--- src/rtl/pipe_ctrl_pkg.sv ---
// Shared types and helpers for the pipeline stall/flush sequencer.
package pipe_ctrl_pkg;

  typedef enum logic {
    ST_RUN      = 1'b0,
    ST_MEM_WAIT = 1'b1
  } pipe_state_t;

  typedef enum logic [1:0] {
    HZ_NONE,
    HZ_MEM,
    HZ_BRANCH,
    HZ_LOAD_USE
  } hazard_cause_t;

  localparam logic [4:0] REG_X0 = 5'd0;

  // A mispredict squashes the younger instructions, so any load-use
  // hazard they carry no longer matters.
  function automatic hazard_cause_t resolve_cause(input logic mispredict,
                                                  input logic load_use);
    if (mispredict) return HZ_BRANCH;
    if (load_use)   return HZ_LOAD_USE;
    return HZ_NONE;
  endfunction

  // Event counters stop at all-ones instead of wrapping back to zero.
  function automatic logic [31:0] sat_inc32(input logic [31:0] value);
    return (value == 32'hFFFF_FFFF) ? value : value + 32'd1;
  endfunction

endpackage

--- src/rtl/pipe_load_use_detect.sv ---
// Load-use hazard compare between the load in EX and the operands read in ID.
module pipe_load_use_detect
  import pipe_ctrl_pkg::*;
(
  input  logic [4:0] rs1_addr_i,
  input  logic [4:0] rs2_addr_i,
  input  logic       rs1_used_i,
  input  logic       rs2_used_i,
  input  logic [4:0] rd_addr_i,
  input  logic       rd_wren_i,
  input  logic       is_load_i,
  output logic       load_use_o
);

  logic rs1_hit;
  logic rs2_hit;

  // x0 is hard-wired to zero, so a load targeting it never creates a dependency.
  always_comb begin
    rs1_hit    = rs1_used_i && (rs1_addr_i == rd_addr_i);
    rs2_hit    = rs2_used_i && (rs2_addr_i == rd_addr_i);
    load_use_o = is_load_i && rd_wren_i && (rd_addr_i != REG_X0) && (rs1_hit || rs2_hit);
  end

endmodule

--- src/rtl/pipe_hazard_ctrl.sv ---
// Stall/flush sequencer for the PC and the IF_ID/ID_EX/EX_MEM/MEM_WB registers.
// Optional feature macro: PIPE_HAZARD_PERF_EN adds saturating stall/flush event counters.
module pipe_hazard_ctrl
  import pipe_ctrl_pkg::*;
#(
  parameter int unsigned MEM_TIMEOUT = 16
) (
  input  logic        i_clk,
  input  logic        i_reset,
  input  logic [4:0]  i_id_rs1_addr,
  input  logic [4:0]  i_id_rs2_addr,
  input  logic        i_id_rs1_used,
  input  logic        i_id_rs2_used,
  input  logic [4:0]  i_ex_rd_addr,
  input  logic        i_ex_rd_wren,
  input  logic        i_ex_is_load,
  input  logic        i_ex_mispredict,
  input  logic        i_mem_req,
  input  logic        i_mem_ack,
  output logic        o_pc_stall,
  output logic        o_if_id_stall,
  output logic        o_if_id_flush,
  output logic        o_id_ex_stall,
  output logic        o_id_ex_flush,
  output logic        o_ex_mem_stall,
  output logic        o_mem_wb_flush,
  output logic        o_mem_err,
  output logic        o_state
`ifdef PIPE_HAZARD_PERF_EN
  ,
  output logic [31:0] o_stall_cycles,
  output logic [31:0] o_flush_events
`endif
);

  // A zero timeout disables the forced exit; the counter then just sticks at all-ones.
  localparam int unsigned CNT_W = (MEM_TIMEOUT < 2) ? 1 : $clog2(MEM_TIMEOUT + 1);
  localparam logic [CNT_W-1:0] CNT_MAX = (MEM_TIMEOUT == 0) ? {CNT_W{1'b1}} : CNT_W'(MEM_TIMEOUT);

  pipe_state_t      state_q;
  pipe_state_t      state_d;
  logic [CNT_W-1:0] cnt_q;
  logic [CNT_W-1:0] cnt_d;
  hazard_cause_t    cause;
  logic             timed_out;
  logic             mem_err;
  logic             load_use;

  pipe_load_use_detect u_load_use (
    .rs1_addr_i (i_id_rs1_addr),
    .rs2_addr_i (i_id_rs2_addr),
    .rs1_used_i (i_id_rs1_used),
    .rs2_used_i (i_id_rs2_used),
    .rd_addr_i  (i_ex_rd_addr),
    .rd_wren_i  (i_ex_rd_wren),
    .is_load_i  (i_ex_is_load),
    .load_use_o (load_use)
  );

  // State and wait counter; reset drops any pending memory access.
  always_ff @(posedge i_clk or negedge i_reset) begin
    if (!i_reset) begin
      state_q <= ST_RUN;
      cnt_q   <= '0;
    end else begin
      state_q <= state_d;
      cnt_q   <= cnt_d;
    end
  end

  // Next-state logic and selection of the single hazard being serviced this cycle.
  always_comb begin
    state_d   = state_q;
    cnt_d     = cnt_q;
    cause     = HZ_NONE;
    timed_out = 1'b0;
    mem_err   = 1'b0;
    case (state_q)
      ST_RUN: begin
        if (i_mem_req && !i_mem_ack) begin
          cause   = HZ_MEM;
          state_d = ST_MEM_WAIT;
          cnt_d   = CNT_W'(1);
        end else begin
          cause = resolve_cause(i_ex_mispredict, load_use);
        end
      end
      ST_MEM_WAIT: begin
        timed_out = (MEM_TIMEOUT != 0) && (cnt_q == CNT_MAX);
        if (i_mem_ack || timed_out) begin
          state_d = ST_RUN;
          cnt_d   = '0;
          mem_err = !i_mem_ack;
          cause   = resolve_cause(i_ex_mispredict, load_use);
        end else begin
          cause = HZ_MEM;
          if (cnt_q != CNT_MAX) begin
            cnt_d = cnt_q + CNT_W'(1);
          end
        end
      end
      default: begin
        state_d = ST_RUN;
        cnt_d   = '0;
      end
    endcase
  end

  // Decode the serviced hazard into per-register controls, all held low during reset.
  always_comb begin
    o_pc_stall     = 1'b0;
    o_if_id_stall  = 1'b0;
    o_if_id_flush  = 1'b0;
    o_id_ex_stall  = 1'b0;
    o_id_ex_flush  = 1'b0;
    o_ex_mem_stall = 1'b0;
    o_mem_wb_flush = 1'b0;
    o_mem_err      = 1'b0;
    if (i_reset) begin
      o_mem_err = mem_err;
      case (cause)
        HZ_MEM: begin
          o_pc_stall     = 1'b1;
          o_if_id_stall  = 1'b1;
          o_id_ex_stall  = 1'b1;
          o_ex_mem_stall = 1'b1;
          o_mem_wb_flush = 1'b1;
        end
        HZ_BRANCH: begin
          o_if_id_flush = 1'b1;
          o_id_ex_flush = 1'b1;
        end
        HZ_LOAD_USE: begin
          o_pc_stall    = 1'b1;
          o_if_id_stall = 1'b1;
          o_id_ex_flush = 1'b1;
        end
        default: ;
      endcase
    end
  end

  assign o_state = state_q;

`ifdef PIPE_HAZARD_PERF_EN
  logic [31:0] stall_cycles_q;
  logic [31:0] flush_events_q;

  // Saturating counts of stalled cycles and ID_EX flush cycles.
  always_ff @(posedge i_clk or negedge i_reset) begin
    if (!i_reset) begin
      stall_cycles_q <= '0;
      flush_events_q <= '0;
    end else begin
      if (o_pc_stall)    stall_cycles_q <= sat_inc32(stall_cycles_q);
      if (o_id_ex_flush) flush_events_q <= sat_inc32(flush_events_q);
    end
  end

  assign o_stall_cycles = stall_cycles_q;
  assign o_flush_events = flush_events_q;
`endif

endmodule
--- config.mk ---
export PLATFORM = sky130hd
export DESIGN_NAME = pipe_hazard_ctrl
export DESIGN_NICKNAME = d
export VERILOG_FILES = /design/src/rtl/pipe_ctrl_pkg.sv /design/src/rtl/pipe_load_use_detect.sv /design/src/rtl/pipe_hazard_ctrl.sv
export SDC_FILE = /design/constraint.sdc
export NUM_CORES = 1
export LEC_CHECK = 0
export ABC_AREA = 1
export BUFFER_PORTS_ARGS = -buffer_cell sky130_fd_sc_hd__buf_4
export CORE_MARGIN = 2
export CORE_UTILIZATION = 45
export CTS_BUF_LIST = sky130_fd_sc_hd__clkbuf_8
export CTS_CLUSTER_DIAMETER = 50
export CTS_CLUSTER_SIZE = 8
export DETAILED_ROUTE_END_ITERATION = 10
export GPL_ROUTABILITY_DRIVEN = 0
export HOLD_SLACK_MARGIN = 0.08
export PLACE_DENSITY = 0.8
export SETUP_SLACK_MARGIN = 0.15
export SLEW_MARGIN = 10
export SYNTH_ARGS = -nofsm -noshare
export SYNTH_HDL_FRONTEND = slang
export SYNTH_HIERARCHICAL = 1
export SYNTH_SLANG_ARGS = --single-unit
--- constraint.sdc ---
create_clock -name i_clk -period 3.3 [get_ports i_clk]
set_input_delay 0.495 -clock i_clk [delete_from_list [all_inputs] [get_ports i_clk]]
set_output_delay 0.495 -clock i_clk [all_outputs]
set_load 0.1 [all_outputs]
After elaboration in Yosys (flattened, before gate mapping):

Index checks and enable logic that the tools add are counted.

* eq/ne operators: 9
* magnitude comparators: 0
* bitwise gates (word level): 1
* $add $sub $neg: 1
* multipliers: 0
* reduce and logical (&&, ||, !) cells: 13
* divide/modulo/power cells: 0
* shifts and indexed selects: 0
* mux-type cells: 39

Operators by type and width (count)
* $mux W1: 25
* $mux W2: 8
* $mux W5: 3
* $eq A5 B5 Y1: 2
* $pmux W5 S2: 1
* $logic_and A1 B1 Y1: 6
* $add A5 B1 Y5 const B: 1
* $eq A5 B5 Y1 const B: 1
* $ne A5 B5 Y1 const B: 1
* $reduce_bool A5 Y1: 1
* $eq A2 B2 Y1 const B: 2
* $pmux W2 S2: 1
* $reduce_or A2 Y1: 2
* $ne A3 B1 Y1 const B: 1
* $eq A2 B1 Y1 const B: 1
* $logic_or A1 B1 Y1: 2
* $ne A2 B2 Y1 const B: 1
* $pmux W1 S2: 1
* $reduce_and A2 Y1: 1
* $logic_not A1 Y1: 1
* $not A1 Y1: 1

* input bits: 24
* memory bits (writable): 0
* output and inout bits: 9
* bits in read-only memories: 0
* memories kept: 0
* bits in registers: 6
* latch bits: 0
* logic and storage cells: 65

Logic depth before layout (Yosys ltp):

* word-level depth: 16
* mapped depth: 11
* depth with buffers taken out: 10

Modules after synthesis:

The synthesis kept the hierarchy.

By module, submodules not included
* pipe_hazard_ctrl: area each 464.2 um^2, times used 1, cells each 60, sequential area each 150.1 um^2
* pipe_load_use_detect: area each 220.2 um^2, times used 1, cells each 56, sequential area each 0.0 um^2

Worst setup path before layout:

Ideal clock, no wire load.

* path kind: register to output
* start point: reg state_q (netlist: o_state)
* end point: out o_mem_err
* data arrival time: 4185 ps
* cell stages (with the launch flop): 3
* required time: 2805 ps
* path slack: -1380 ps
* path buffers: 0
* cell sequence: dfrtp_1 -> inv_1 -> nor4_1

* cells in the longest elaborated chain, start to end: 2

Ends and longest elaborated chain
* start: declaration: line pipe_hazard_ctrl.sv:40 `pipe_state_t state_q;`
* start signal: assignment: line pipe_hazard_ctrl.sv:66 `state_q <= state_d;`
* $mux W1: line pipe_hazard_ctrl.sv:78 `case (state_q)`
* $mux W1: line pipe_hazard_ctrl.sv:119 `if (i_reset) begin`
* end: declaration: line pipe_hazard_ctrl.sv:27 `output logic o_mem_err,`

Every way passes these cells.

Worst setup path in the final report:

* start point: reg cnt_q[0]
* end point: out o_ex_mem_stall

* cells in the longest elaborated chain, start to end: 7

Ends and longest elaborated chain
* start: declaration: line pipe_hazard_ctrl.sv:42 `logic [CNT_W-1:0] cnt_q;`
* start signal: assignment: line pipe_hazard_ctrl.sv:67 `cnt_q <= cnt_d;`
* $eq A5 B5 Y1: line pipe_hazard_ctrl.sv:89 `timed_out = (MEM_TIMEOUT != 0) && (cnt_q == CNT_MAX);`
* $logic_or A1 B1 Y1: line pipe_hazard_ctrl.sv:90 `if (i_mem_ack || timed_out) begin`
* $mux W2: line pipe_hazard_ctrl.sv:90
* $pmux W2 S2: line pipe_hazard_ctrl.sv:78
* $eq A2 B1 Y1: line pipe_hazard_ctrl.sv:121 `case (cause)`
* $mux W1: line pipe_hazard_ctrl.sv:121
* $mux W1: line pipe_hazard_ctrl.sv:119
* end: declaration: line pipe_hazard_ctrl.sv:25 `output logic o_ex_mem_stall,`

Every way passes these cells.

==> results.json <==
{
  "drive_above_1_share_pct": 37.84,
  "vias": 777,
  "firstDrtPassIters": 4,
  "grt_pass1_wl_um": 2835,
  "clkTransAtPathRegs_ns": 0.04,
  "cts_tree": "built",
  "syn2layout_area_growth_pct": 43.33,
  "synth_seq_area_share_pct": 21.94,
  "fmax_ghz": 0.4430,
  "synth_area_per_cell_um2": 5.900,
  "use_met3_pct": 4.681,
  "use_met1_pct": 22.83,
  "place_hpwl_um": 1372,
  "synth_area_um2": 684.4,
  "layout_common_cells": "34 x nand2_1, 32 x buf_4, 19 x inv_1, 12 x nor2_1, 9 x nand3_1",
  "ir_drop_mv": 0.2991,
  "top_level_ports": 33,
  "post_cts_buffers": 0,
  "grt_max_degree": 11,
  "rsz0062_at_grt": "false",
  "drc": 0,
  "cts_resized": 0,
  "hold_violations": 0,
  "worst_setup_path_start_kind": "register",
  "htree_levels": 1,
  "die_x_um": 43,
  "routed_wl_um": 1645,
  "drtIter0Drc": 9,
  "grt_util_all_layers_pct": 20.51,
  "cts_hold_buf": 0,
  "power_mw": 0.3651,
  "initial_core_util_pct": 46.51,
  "worstPathRequired_ns": 2.80,
  "yosys-top-cells-area": "dfrtp_1 22%, nand2_1 19%, inv_1 10%",
  "max_cap_viol_count": 0,
  "numCtsBuffers": 3,
  "postRouteAntennaNets": 0,
  "tightest_slew_ns": 0.3320,
  "grtUsageMet2_pct": 35.76,
  "wl_per_cell_um": 10.03,
  "antenna_found_initial": 0,
  "yosys.area.top_type": "dfrtp_1",
  "clock_sinks": 6,
  "grt_pass1_vias": 716,
  "period_needed_ns": 2.257,
  "die_area_mm2": 0.001849,
  "syn_nets": 142,
  "hp-class": "in -> async",
  "crit_arrival_ns": 1.76,
  "period_share_pct": 68.41,
  "synth_top_area_share_pct": 21.94,
  "path_max_fanout": 5,
  "maxSlewHeadroom_pct": 77.64,
  "p_leak_nw": 0.5597,
  "setup_viol": 0,
  "grt_overflow": 0,
  "yosysWarnings": 6,
  "portBuffers": 32,
  "diodes": 0,
  "clock-root-buffer": "clkbuf_8",
  "viasPerCell": 4.738,
  "busiest_layer": "met2",
  "netlist_instances": 116,
  "final_common_cell": "nand2_1",
  "ys_seq_elements": 6,
  "maxSlewViolCount": 0,
  "power_density_mw_per_mm2": 372.2,
  "cts_buffer_depth": 2,
  "die_h_um": 43,
  "fp-row-count": 14,
  "insertion_delay_ns": 0.23,
  "endpoint_kind": "primary output",
  "synth.distinct_cells": 22,
  "nets": 176,
  "fin_setup_tns_ns": 0,
  "path_class": "reg -> out",
  "fin_skew_ns": 0.005685,
  "core_area_mm2": 0.001471,
  "status": "finished, final reports clean"
}
-- cells in the mapped netlist --
master and number:
o21ai_1 2, nand2_4 3, clkinv_1 1, buf_4 3
o21ai_2 1, nor4_1 1, nor3_2 1, nand2_2 5
ha_1 2, o21ai_0 2, nand3_1 9, a21oi_2 1
nor2_1 13, inv_1 19, nor2_2 3, dfrtp_1 6
inv_2 4, nand4_1 1, nor3_1 1, nor2_4 1
nand2_1 34, a21oi_1 3
-- state kept, by name, summed over array words and instances (netlist names) --
register	count
cnt_q	5
o_state	1
-- path summary, 6_finish.rpt --
check	to	start	depth (start not counted)	slack [ns]
setup reg to reg	cnt_q[3]	cnt_q[0]	9	1.96
max in group asynchronous	o_state	i_reset	1	3.06
hold / removal	cnt_q[2]	i_reset	1	0.09
setup / recovery	o_ex_mem_stall	cnt_q[0]	10	1.04
hold reg to reg	cnt_q[4]	o_state	3	0.57
min in group i_clk	cnt_q[4]	o_state	3	0.57
-- stage by stage --
stage	hold WS [ns]	worst slack [ns]	instance area (µm²)	instances	utilization, %
CTS	0.09386	1.019	980.9	164	66.67
global route	0.09997	0.8434	980.9	164	66.67
floorplan	0.1994	0.1349	701.9	116	-
detailed placement	0.3317	1.026	939.7	161	63.86
finish	0.09369	1.043	980.9	164	66.67
global placement	0.3294	1.058	939.7	161	63.86
-- critical path, cell delays in order (launching register included) --
cell and delay (ns):
dfrtp_1 0.41, inv_1 0.07, ha_1 0.20, nand2_1 0.07
clkinv_1 0.07, nand2_2 0.14, nand2_4 0.09, nand2_4 0.09
nand2_4 0.05, inv_2 0.06, buf_4 0.28
-- per-layer routing --
layer  share of wire [%]  vias to the layer above
li1                    -                      411
met1                  43                      334
met2                  48                       27
met3                 6.9                        5
met4                 2.6                        0
met5                   0                        -
-- cell type report --
cell class / count / area [µm²]
Fill cell: 136 / 490.5
Sequential cell: 6 / 150.1
Clock buffer: 3 / 41.29
Tap cell: 16 / 20.02
Multi-Input combinational cell: 83 / 439.2
Timing Repair Buffer: 32 / 240.2
Inverter: 24 / 90.09
-- logic make-up after synthesis --
group	synth area share [%]
buffers and inverters	16.45
adder cells (fa/ha/maj)	3.656
AND/OR/NAND/NOR	50.27
flip-flops	21.94
AO/OA/AOI/OAI	7.678
-- report_power, final --
part	switching (mW)	internal (mW)	total, mW
Sequential	0.00946	0.0823	0.0917
Clock	0.0316	0.0783	0.110
Combinational	0.112	0.0515	0.163
No activity file was read; power rests on OpenSTA's default activity.
